==> src/rtl/debounce_switch_array.sv <==
// Multi-channel switch debouncer: per-channel synchroniser, stable-time debounce,
// press/release strobes and a hold FSM producing long-press and auto-repeat strobes.
module debounce_switch_array #(
   parameter int                NUM_CH          = 4,
   parameter int                DEBOUNCE_LIMIT  = 250000,
   parameter int                SYNC_STAGES     = 2,
   parameter logic [NUM_CH-1:0] ACTIVE_LOW_MASK = {NUM_CH{1'b0}},
   parameter int                LONG_LIMIT      = 25000000,
   parameter int                REPEAT_PERIOD   = 5000000
) (
   input  logic              i_Clk,
   input  logic              i_Rst_L,
   input  logic [NUM_CH-1:0] i_Switch,
   output logic [NUM_CH-1:0] o_State,
   output logic [NUM_CH-1:0] o_Press,
   output logic [NUM_CH-1:0] o_Release,
   output logic [NUM_CH-1:0] o_Long,
   output logic [NUM_CH-1:0] o_Repeat
);

   localparam int DW       = $clog2(DEBOUNCE_LIMIT + 1);
   localparam int HOLD_MAX = (LONG_LIMIT > REPEAT_PERIOD) ? LONG_LIMIT : REPEAT_PERIOD;
   localparam int HW       = $clog2(HOLD_MAX + 1);

   localparam logic [DW-1:0] DEB_LAST  = DW'(DEBOUNCE_LIMIT - 1);
   localparam logic [HW-1:0] LONG_LAST = HW'(LONG_LIMIT - 1);
   localparam logic [HW-1:0] REP_LAST  = HW'((REPEAT_PERIOD > 0) ? (REPEAT_PERIOD - 1) : 0);

   typedef enum logic [1:0] {
      IDLE = 2'd0,
      HELD = 2'd1,
      LONG = 2'd2
   } hold_state_t;

   genvar gi;
   generate
      for (gi = 0; gi < NUM_CH; gi++) begin : g_ch
         logic [SYNC_STAGES-1:0] sync_q;
         logic                   s;
         logic [DW-1:0]          deb_cnt_q, deb_cnt_d;
         logic                   state_q, state_d;
         logic                   state_dly_q;
         logic                   press_q, release_q;
         logic                   commit_press, commit_release;
         hold_state_t            hold_st_q, hold_st_d;
         logic [HW-1:0]          hold_cnt_q, hold_cnt_d;
         logic                   long_q, long_d;
         logic                   rep_q, rep_d;

         // Synchroniser resets to the mask so the logical level starts released.
         always_ff @(posedge i_Clk or negedge i_Rst_L) begin
            if (!i_Rst_L) begin
               sync_q <= {SYNC_STAGES{ACTIVE_LOW_MASK[gi]}};
            end else begin
               sync_q <= {sync_q[SYNC_STAGES-2:0], i_Switch[gi]};
            end
         end

         assign s = sync_q[SYNC_STAGES-1] ^ ACTIVE_LOW_MASK[gi];

         always_comb begin
            deb_cnt_d = '0;
            state_d   = state_q;
            if (s != state_q) begin
               if (deb_cnt_q == DEB_LAST) begin
                  state_d = s;
               end else begin
                  deb_cnt_d = deb_cnt_q + 1'b1;
               end
            end
         end

         assign commit_press   = state_d & ~state_q;
         assign commit_release = ~state_d & state_q;

         always_comb begin
            hold_st_d  = hold_st_q;
            hold_cnt_d = hold_cnt_q;
            long_d     = 1'b0;
            rep_d      = 1'b0;
            // A release commit wins over any long/repeat due on the same edge.
            if (commit_release) begin
               hold_st_d  = IDLE;
               hold_cnt_d = '0;
            end else if (commit_press) begin
               hold_st_d  = HELD;
               hold_cnt_d = '0;
            end else begin
               case (hold_st_q)
                  HELD: begin
                     if (hold_cnt_q == LONG_LAST) begin
                        long_d     = 1'b1;
                        hold_st_d  = LONG;
                        hold_cnt_d = '0;
                     end else begin
                        hold_cnt_d = hold_cnt_q + 1'b1;
                     end
                  end
                  LONG: begin
                     if (REPEAT_PERIOD > 0) begin
                        if (hold_cnt_q == REP_LAST) begin
                           rep_d      = 1'b1;
                           hold_cnt_d = '0;
                        end else begin
                           hold_cnt_d = hold_cnt_q + 1'b1;
                        end
                     end
                  end
                  IDLE: begin
                     hold_cnt_d = '0;
                  end
                  default: begin
                     hold_st_d  = IDLE;
                     hold_cnt_d = '0;
                  end
               endcase
            end
         end

         always_ff @(posedge i_Clk or negedge i_Rst_L) begin
            if (!i_Rst_L) begin
               deb_cnt_q   <= '0;
               state_q     <= 1'b0;
               state_dly_q <= 1'b0;
               press_q     <= 1'b0;
               release_q   <= 1'b0;
               hold_st_q   <= IDLE;
               hold_cnt_q  <= '0;
               long_q      <= 1'b0;
               rep_q       <= 1'b0;
            end else begin
               deb_cnt_q   <= deb_cnt_d;
               state_q     <= state_d;
               state_dly_q <= state_q;
               press_q     <= state_q & ~state_dly_q;
               release_q   <= ~state_q & state_dly_q;
               hold_st_q   <= hold_st_d;
               hold_cnt_q  <= hold_cnt_d;
               long_q      <= long_d;
               rep_q       <= rep_d;
            end
         end

         assign o_State[gi]   = state_q;
         assign o_Press[gi]   = press_q;
         assign o_Release[gi] = release_q;
         assign o_Long[gi]    = long_q;
         assign o_Repeat[gi]  = rep_q;
      end
   endgenerate

endmodule

==> config.mk <==
export PLATFORM = sky130hd
export DESIGN_NAME = debounce_switch_array
export DESIGN_NICKNAME = d
export VERILOG_FILES = /design/src/rtl/debounce_switch_array.sv
export SDC_FILE = /design/constraint.sdc
export NUM_CORES = 1
export LEC_CHECK = 0
export BUFFER_PORTS_ARGS = -buffer_cell sky130_fd_sc_hd__buf_2
export CAP_MARGIN = 0
export CORE_UTILIZATION = 60
export DETAILED_ROUTE_END_ITERATION = 12
export PLACE_DENSITY = 0.77
export REMOVE_ABC_BUFFERS = 1
export SETUP_SLACK_MARGIN = 0.2
export SLEW_MARGIN = 20
export SYNTH_ARGS = -nofsm -noshare
export SYNTH_HDL_FRONTEND = slang
export SYNTH_SLANG_ARGS = --single-unit
export TNS_END_PERCENT = 20
==> constraint.sdc <==
create_clock -name i_Clk -period 3.7 [get_ports i_Clk]
set_input_delay 0 -clock i_Clk [delete_from_list [all_inputs] [get_ports i_Clk]]
set_output_delay 0 -clock i_Clk [all_outputs]
set_load 0.1 [all_outputs]
# Word-level counts from Yosys, hierarchy flattened
# Index checks and enable logic that the tools add are counted.
# classes
n_addsub	8
eq_ne	32
muxes	84
n_bitwise	28
n_reduce_logical	12
# op_table
op	count
$mux 25	16
$pmux 25 s2	4
$mux 18	8
$add 25x1->25 const B	4
$eq 25x23->1 const B	4
$eq 25x25->1 const B	4
$add 18x1->18 const B	4
$eq 18x18->1 const B	4
$mux 1	40
$mux 2	12
$and 1x1->1	16
$ne 4x4->1 const B	4
$pmux 2 s2	4
$ne 3x1->1 const B	4
$not 1->1	12
$eq 2x1->1 const B	4
$eq 2x2->1 const B	4
$logic_not 2->1	4
$reduce_and 2->1	4
$reduce_or 2->1	4
$ne 1x1->1	4
# totals
reg_bits	212
in_bits	6
out_inout_bits	20
word_cells	204

# Depth between registers and ports, before layout
# Gate-level depths: netlist of the first run.
# logic_depth
depth_word	7
depth_mapped	12
depth_no_buf	11

# Least setup slack after synthesis of the first run
# Ideal clock, no wire load.
# synth_path
path_type	reg2reg
startpoint	register g_ch[1].deb_cnt_q[0]
endpoint	register g_ch[1].hold_cnt_q[16]
setup_time_ps	121
t_arrival_ps	2517
required_ps	3579
setup_slack_ps	1062
path_stages_with_launch	12
path_buffers	1
period_less_slack_ps	2638
path_cell_list	dfrtp_1 > ha_1 > and3_1 > nand2_1 > nor4_1 > mux2i_1 > ha_1 > nor2_1 > and3_1 > a22oi_1 > buf_2 > nor2_1
# synth_between
elab_chain_len	6
elab_cells_between_ends	8
classes_between	1 x eq/ne; 4 x mux; 3 x bitwise
# synth_lines
item	line	source
from (decl)	40	logic [DW-1:0] deb_cnt_q, deb_cnt_d;
from (signal assigned)	132	deb_cnt_q <= deb_cnt_d;
$eq 18x18->1 *	65	if (deb_cnt_q == DEB_LAST) begin
$mux 1 *	65	
$mux 1 *	64	if (s != state_q) begin
$and 1x1->1 / $not 1->1 (equally long branches)	73, 74	
$mux 25 / $and 1x1->1 (equally long branches)	85, 74	
$mux 25 *	82	if (commit_release) begin
named net g_ch[1].hold_cnt_d[16]	46	logic [HW-1:0] hold_cnt_q, hold_cnt_d;
to (signal assigned)	138	hold_cnt_q <= hold_cnt_d;
to (decl)	46	
# Mark *: on every way through the listed nets, which the timed path passes. The rest lies on a longest branch.
# A chain may end at the register's enable or synchronous reset.

# Worst setup path after layout of the first run
# layout_path
startpoint	register g_ch[1].deb_cnt_q[0]
endpoint	register g_ch[1].hold_cnt_q[2]
# layout_between
elab_chain_len	6
elab_cells_between_ends	8
classes_between	1 x eq/ne; 4 x mux; 3 x bitwise
# layout_lines
item	line	source
$eq 18x18->1 *	65	
$mux 1 *	65	
$mux 1 *	64	
named net g_ch[1].state_d	41	logic state_q, state_d;
$and 1x1->1 / $not 1->1 (equally long branches)	73, 74	
$mux 25 / $and 1x1->1 (equally long branches)	85, 74	
$mux 25 *	82	
named net g_ch[1].hold_cnt_d[2]	46	
# Marked as above.

==> out/qor.txt, run 1 <==
Pleak -> 4.89 nW
clk_lat worst skew -> 0.50 ns
Synth top area share -> 0.511
Avg Inst Size Synth -> 10.0 um2
met2 routed WL -> 8.68 mm
GRT Total Usage -> 0.214
Mapped Cells -> 1035
FF-to-FF Start -> g_ch[1].deb_cnt_q[0]
# rows -> 47
startpoint types -> flip-flop
detailed-routed wire length on met3 -> 519 um
worst slew pin tran -> 1.09 ns
worst setup path start -> g_ch[1].deb_cnt_q[0]
CP Buf/Inv Count -> 2
post-synth top area cell -> dfrtp_1
Max VDD drop -> 0.000382 V
WL met1 -> 8.57 mm
post-synthesis sequential area ratio -> 0.511
Iteration-0 DRC Markers -> 340
die footprint -> 17800 um2
post-layout util -> 0.683
Overall Power -> 4.90 mW
gpl congestion -> 0.823
CTS Buf Count -> 23
Post-synth EDFFs -> 0
fmax -> 0.350 GHz
Ant. Diodes -> 0
Via density -> 5.49
top post-synthesis cells by area -> dfrtp_1 (51%), xor2_1 (8.6%), nor2_1 (7.7%)
top_reg_cell synth -> dfrtp_1
ratio of cells with drive above 1 in the final layout -> 0.0757
reg-to-reg slack, setup -> 0.84 ns
first-pass GRT wire length -> 32.0 mm
Seq cells post-synth -> 212
Setup TNS Final -> 0 ns
Worst Path Required -> 4.12 ns
vias in the first global route -> 7000
total gr overflow -> 0
remaining antenna violation count -> 0
CTS tree -> built
Routed wire per std cell -> 14.0 um
FF-to-FF End -> g_ch[1].hold_cnt_q[2]
DRT Pass-1 Iters -> 7
RSZ-0062 raised after global routing -> no
Post-DP HPWL -> 11.7 mm
largest net degree at the start of global routing -> 94
via count -> 7078
post-synthesis adder-cell area fraction -> 0.0337
Syn-to-layout area delta -> 10.3%
Crit. path cell count -> 12
placed cell area -> 10600 um2
DRC errors left -> 0
R2R cell count -> 12
Compound-Gate Fraction of Synth Area -> 0.0229
Synth Area in Simple Gates -> 0.257
Final Cell Area -> 11400 um2
port bufs -> 25
Fillers -> 1266
Synthesis Warnings -> 0
Final Setup Violations -> 0
Reg clk slew, reported paths -> 0.06 ns
uppermost layer routed -> met4
CTS Root Cell -> clkbuf_16
initial antenna violation count -> 0
maxcap violations -> 0
CTS H-tree depth -> 1
NumNets Final -> 1088
chip width -> 134 um
wirelength, routed -> 18.1 mm
Hold Path Class -> primary input to async pin
initial core utilization -> 0.619
CP endpoint -> g_ch[1].hold_cnt_q[2]
Post-synth top cells -> dfrtp_1 (212), nor2_1 (212), xor2_1 (102), nand3_1 (79), nand2_1 (59)
cell area power density -> 428 nW/um2
Pins Over Slew Limit -> 0
Critical Path End Type -> flip-flop
postcts setup bufs -> 0
FFs w/ async S/R, synth -> 1.00
crit share post-route -> 0.772
post-synthesis mux area share -> 0.00386
placed insts -> 1244
clk sinks -> 212
CP max-delay cell -> nor4_1
die height -> 134 um
IO Pins -> 26
count of cell types in the netlist -> 50
crit path cell chain -> ha_1 -> and3_1 -> nand2_1 -> nor4_1 -> mux2i_1 -> inv_1 -> ha_1 -> nor2_1 -> and3_1 -> a22oi_1 -> buf_4 -> nor2_1
outcome -> completed
largest family of logic cells by synthesized area -> simple AND/OR/NAND/NOR gates
CP Max Fanout -> 25
critical path type -> flip-flop to flip-flop
Fin. Hold Viols -> 0
Core Region -> 16800 um2
Worst Skew -> 0.00972 ns
Max clock buf depth -> 3
CP arrival -> 3.28 ns
cell family with most CP delay -> simple AND/OR/NAND/NOR gates
Slew headroom -> 0.268
synthesized cell area -> 10400 um2
Finished Layout Cells -> 1290
Final min period -> 2.86 ns
CP max stage delay -> 0.41 ns
xor/xnor cell area share of the yosys netlist -> 0.135
-- state kept, by name (all words and copies together) (netlist names) --
signal	cells
g_ch.sync_q	8
g_ch.state_dly_q	4
g_ch.rep_q	4
g_ch.press_q	4
g_ch.state_q	4
g_ch.hold_st_q	8
g_ch.deb_cnt_q	72
g_ch.long_q	4
g_ch.hold_cnt_q	100
g_ch.release_q	4
-- layer usage --
| metal | up-vias | global-route usage |
|---|---|---|
| li1 | 3542 | - |
| met1 | 3435 | 0.291 |
| met2 | 82 | 0.361 |
| met3 | 19 | 0.0358 |
| met4 | 0 | 0.0467 |
| met5 | - | 0 |
-- where the power goes --
group / internal [mW] / switching [mW] / leakage, nW
sequential: 2.33 / 0.0119 / 2.93
combinational: 0.0203 / 0.0649 / 1.54
clock: 1.57 / 0.892 / 0.412
-- cells in the final DEF (no fill, tap or decap), types with 4 or more instances in the layout --
| cell type | Yosys | final |
|---|---|---|
| nor2_1 | 212 | 212 |
| dfrtp_1 | 212 | 212 |
| xor2_1 | 102 | 102 |
| nand3_1 | 79 | 79 |
| nand2_1 | 59 | 59 |
| xnor2_1 | 58 | 58 |
| nand4_1 | 47 | 47 |
| inv_1 | 31 | 31 |
| and3_1 | 29 | 29 |
| ha_1 | 28 | 28 |
| buf_2 | 8 | 24 |
| clkbuf_16 | 0 | 23 |
| and4_1 | 20 | 20 |
| nor3_1 | 17 | 17 |
| nor4_1 | 17 | 16 |
| nor4b_1 | 10 | 10 |
| and2_1 | 8 | 8 |
| clkbuf_8 | 0 | 8 |
| nor2b_1 | 6 | 6 |
| o21ai_0 | 5 | 5 |
| a22o_1 | 5 | 5 |
| dlygate4sd3_1 | 0 | 5 |
| nand3b_1 | 4 | 4 |
| or2_2 | 4 | 4 |
| mux2i_1 | 4 | 4 |
| nand2b_1 | 4 | 4 |
| bufinv_16 | 0 | 4 |
| buf_4 | 20 | 4 |
-- final cells by class --
type                            instances  area (um2)  area share
Clock buffer                           33         693      0.0606
Clock inverter                          8         143      0.0125
Inverter                               31         116      0.0102
Multi-Input combinational cell        752        4700       0.411
Sequential cell                       212        5310       0.463
Tap cell                              220         275      0.0240
Timing Repair Buffer                   34         215      0.0188
-- timing repair --
item	CTS	global route
hold endpoints to repair	94	0
hold buffers	5	0
resized for setup	0	0
-- stage by stage --
stage               setup WS (ns)  hold slack, ns
floorplan                   0.560          -0.296
global placement             1.02          0.0578
detailed placement          0.899          0.0595
CTS                         0.834           0.117
global route                0.486           0.129
finish                      0.844           0.101
-- worst min path at each step --
stage,start,depth (start not counted),slack (ns),endpoint
final,i_Rst_L,2,0.10,g_ch[2].deb_cnt_q[16]
after global routing,i_Switch[0],2,0.13,g_ch[0].sync_q[0]
after CTS,i_Switch[3],2,0.12,g_ch[3].sync_q[0]
after detailed placement,i_Rst_L,1,0.06,g_ch[2].deb_cnt_q[16]
after global placement,i_Rst_L,1,0.06,g_ch[2].deb_cnt_q[16]
after floorplan,i_Rst_L,0,-0.30,g_ch[0].deb_cnt_q[0]
-- worst register-to-register path: stages, from the launching register on --
cell	delay, ns
dfrtp_1	0.40
ha_1	0.22
and3_1	0.22
nand2_1	0.09
nor4_1	0.41
mux2i_1	0.27
inv_1	0.08
ha_1	0.20
nor2_1	0.23
and3_1	0.20
a22oi_1	0.08
buf_4	0.23
nor2_1	0.16
-- logic make-up after synthesis --
logic type,after synthesis
fa+ha+maj,28
flops,212
xor+xnor,160
buf+inv,71
simple gates,532
compound gates,28
mux,4
No activity file was read; power rests on OpenSTA's default activity.
==> inputs of run 2 (changes only) <==
==> constraint.sdc (replaced) <==
create_clock -name i_Clk -period 2.8 [get_ports i_Clk]
set_input_delay 0 -clock i_Clk [delete_from_list [all_inputs] [get_ports i_Clk]]
set_output_delay 0 -clock i_Clk [all_outputs]
set_load 0.1 [all_outputs]
==> run 2 against run 1 <==
Compared with the run above:
- worst hold slack worse by 0.029 ns
- via count is 3.3% higher
- combinational power is 48% higher
- first-iteration DRC count is 2.1% higher
- core utilization is 2.2 points higher
- sequential share of layout area is 1.5 points lower
- global-route usage is 0.74 points higher
- routed wire length is 6.2% higher
==> out/qor.txt, run 2 (synthesis results as in run 1) <==
vias in the first global route -> 7234 (+3.3%)
Final Cell Area -> 11800 um2 (+3.3%)
die height -> 134 um (unchanged)
Slew headroom -> 0.436 (+0.167)
most common library cell in the layout ignoring fill and taps -> dfrtp_1
ratio of cells with drive above 1 in the final layout -> 0.112 (+0.0362)
worst hold margin -> 0.0725 ns (-0.0285 ns)
Max VDD drop -> 0.000582 V (+53%)
Reg clk slew, reported paths -> 0.06 ns (about the same)
crit share post-route -> 0.911 (+0.139)
CP arrival -> 2.98 ns (-0.30 ns)
largest registers -> g_ch.hold_cnt_q (100), g_ch.deb_cnt_q (72)
RSZ-0062 raised after global routing -> yes
Critical Path End Type -> flip-flop
CP max-delay cell -> dfrtp_1
die footprint -> 17800 um2 (unchanged)
slack of the critical path -> 0.250 ns (-0.593 ns)
total gr overflow -> 0 (unchanged)
initial antenna violation count -> 0 (unchanged)
reg-to-reg slack, setup -> 0.25 ns (-0.59 ns)
crit path cell chain -> ha_4 -> and3_4 -> nand2_2 -> nor4_4 -> mux2i_1 -> inv_1 -> ha_2 -> nor2_4 -> and3_1 -> a22oi_2 -> buf_12 -> nor2_1
Pleak -> 5.05 nW (+3.4%)
Reg with most FFs -> g_ch.hold_cnt_q
Fillers -> 1227 (-3.1%)
chip width -> 134 um (unchanged)
cell area power density -> 563 nW/um2 (+32%)
max reg flops -> 100 (unchanged)
via count -> 7314 (+3.3%)
NumNets Final -> 1108 (+1.8%)
Routed wire per std cell -> 14.6 um (+4.5%)
CTS tree -> built
Overall Power -> 6.65 mW (+36%)
clk_lat worst skew -> 0.51 ns (about the same)
largest net degree at the start of global routing -> 82 (-13%)
Max clock buf depth -> 3 (unchanged)
CTS H-tree depth -> 1 (unchanged)
initial core utilization -> 0.619 (unchanged)
gpl congestion -> 0.845 (+2.7%)
DRC errors left -> 0 (unchanged)
outcome -> completed
wirelength, routed -> 19.2 mm (+6.2%)
dpl ws -> -0.0332 ns (-0.932 ns)
first-pass GRT wire length -> 33.0 mm (+3.2%)
Pins Over Slew Limit -> 0 (unchanged)
CP max stage delay -> 0.42 ns (about the same)
DRT Pass-1 Iters -> 5 (-2)
Worst Skew -> 0.0146 ns (+0.00490 ns)
clk sinks -> 212 (unchanged)
remaining antenna violation count -> 0 (unchanged)
fmax -> 0.392 GHz (+12%)
Iteration-0 DRC Markers -> 347 (+2.1%)
R2R cell count -> 12 (unchanged)
Syn-to-layout area delta -> 13.9%
multi-input logic area -> 4850 um2 (+3.3%)
Final Setup Violations -> 0 (unchanged)
Ant. Diodes -> 0 (unchanged)
startpoint types -> flip-flop
Final min period -> 2.55 ns (-0.307 ns)
port bufs -> 25 (unchanged)
Worst Path Required -> 3.23 ns (-0.89 ns)
placed cell area -> 10700 um2 (+1.0%)
IO Pins -> 26 (unchanged)
Via density -> 5.58 (+1.8%)
GRT Total Usage -> 0.222 (+0.00741)
Hold Path Class -> primary input to async pin
Setup TNS Final -> 0 ns (unchanged)
Fin. Hold Viols -> 0 (unchanged)
FF-to-FF End -> g_ch[1].hold_cnt_q[3]
# rows -> 47 (unchanged)
critical path type -> flip-flop to flip-flop
leading cell types in the layout, fill and taps excluded -> dfrtp_1 (212), nor2_1 (207), xor2_1 (102)
worst slew pin tran -> 0.840 ns (-0.247 ns)
FF-to-FF Start -> g_ch[1].deb_cnt_q[1]
maxcap violations -> 0 (unchanged)
Register Area -> 5310 um2 (unchanged)
Post-DP HPWL -> 12.1 mm (+2.7%)
CTS Buf Count -> 23 (unchanged)
CP Max Fanout -> 25 (unchanged)
CTS Root Cell -> clkbuf_16
Core Region -> 16800 um2 (unchanged)
[run 2: cell count changes in the layout (fill, tap and decap cells not counted), sizes merged]
| cell | before | now |
|---|---|---|
| bufinv | 4 | 6 |
| o211ai | 2 | 3 |
| clkbuf | 33 | 30 |
| a22oi | 2 | 3 |
| clkinvlp | 1 | 0 |
| inv | 31 | 33 |
| buf | 29 | 47 |
[run 2: report_power, final]
group	switching [mW]	internal, mW	total (mW)	leakage, nW
logic	0.0898	0.0362	0.126	1.68
registers	0.0174	3.08	3.10	2.93
clock network	1.20	2.22	3.42	0.435
total	1.31	5.34	6.65	5.05
[run 2: worst max-delay path by stage]
stage,startpoint,to,slack (ns),depth (start not counted)
final,g_ch[1].deb_cnt_q[1],g_ch[1].hold_cnt_q[3],0.25,12
after detailed placement,g_ch[1].deb_cnt_q[0],g_ch[1].hold_st_q[1],-0.03,11
after CTS,g_ch[2].deb_cnt_q[0],g_ch[2].hold_cnt_q[22],0.14,9
after global placement,g_ch[1].deb_cnt_q[0],g_ch[1].hold_st_q[1],0.10,11
after floorplan,g_ch[1].deb_cnt_q[0],g_ch[1].hold_cnt_q[10],-0.34,10
after global routing,g_ch[1].deb_cnt_q[0],g_ch[1].hold_cnt_q[23],0.11,12
[run 2: cell type report]
type	instances	area share
multi-input combinational	754	0.411
clock inverter	11	0.0185
sequential	212	0.449
clock buffer	30	0.0560
tap	220	0.0233
timing repair buffer	52	0.0328
inverter	31	0.00984
[run 2: stage by stage]
step	instances	utilization
finish	1310	0.705
global route	1310	0.705
CTS	1302	0.696
detailed placement	1255	0.636
global placement	1255	0.636
floorplan	995	-
[run 2: layer usage]
layer / track usage / vias up / part of all wire
li1: - / 3598 / -
met1: 0.293 / 3579 / 0.46
met2: 0.383 / 107 / 0.50
met3: 0.0327 / 30 / 0.028
met4: 0.0562 / 0 / 0.017
met5: 0 / - / 0
[run 2: critical path, delay by kind of cell (launching register included)]
kind | cells | cell delay [ns]
AOI/OAI and AO/OA | 1 | 0.10
DFF | 1 | 0.42
adders and majority gates | 2 | 0.37
muxes | 1 | 0.26
and+or+nand+nor | 6 | 1.04
buffers and inverters | 2 | 0.28
[run 2: what timing repair did]
item | 4_1_cts | 5_1_grt
hold buffers | 5 | 0
buffers inserted | 0 | 7
gates cloned | 1 | 1
gates resized for setup | 12 | 18
endpoints found under the hold margin | 136 | 0
pin swaps | 2 | 9
endpoints found under the setup margin | 78 | 105
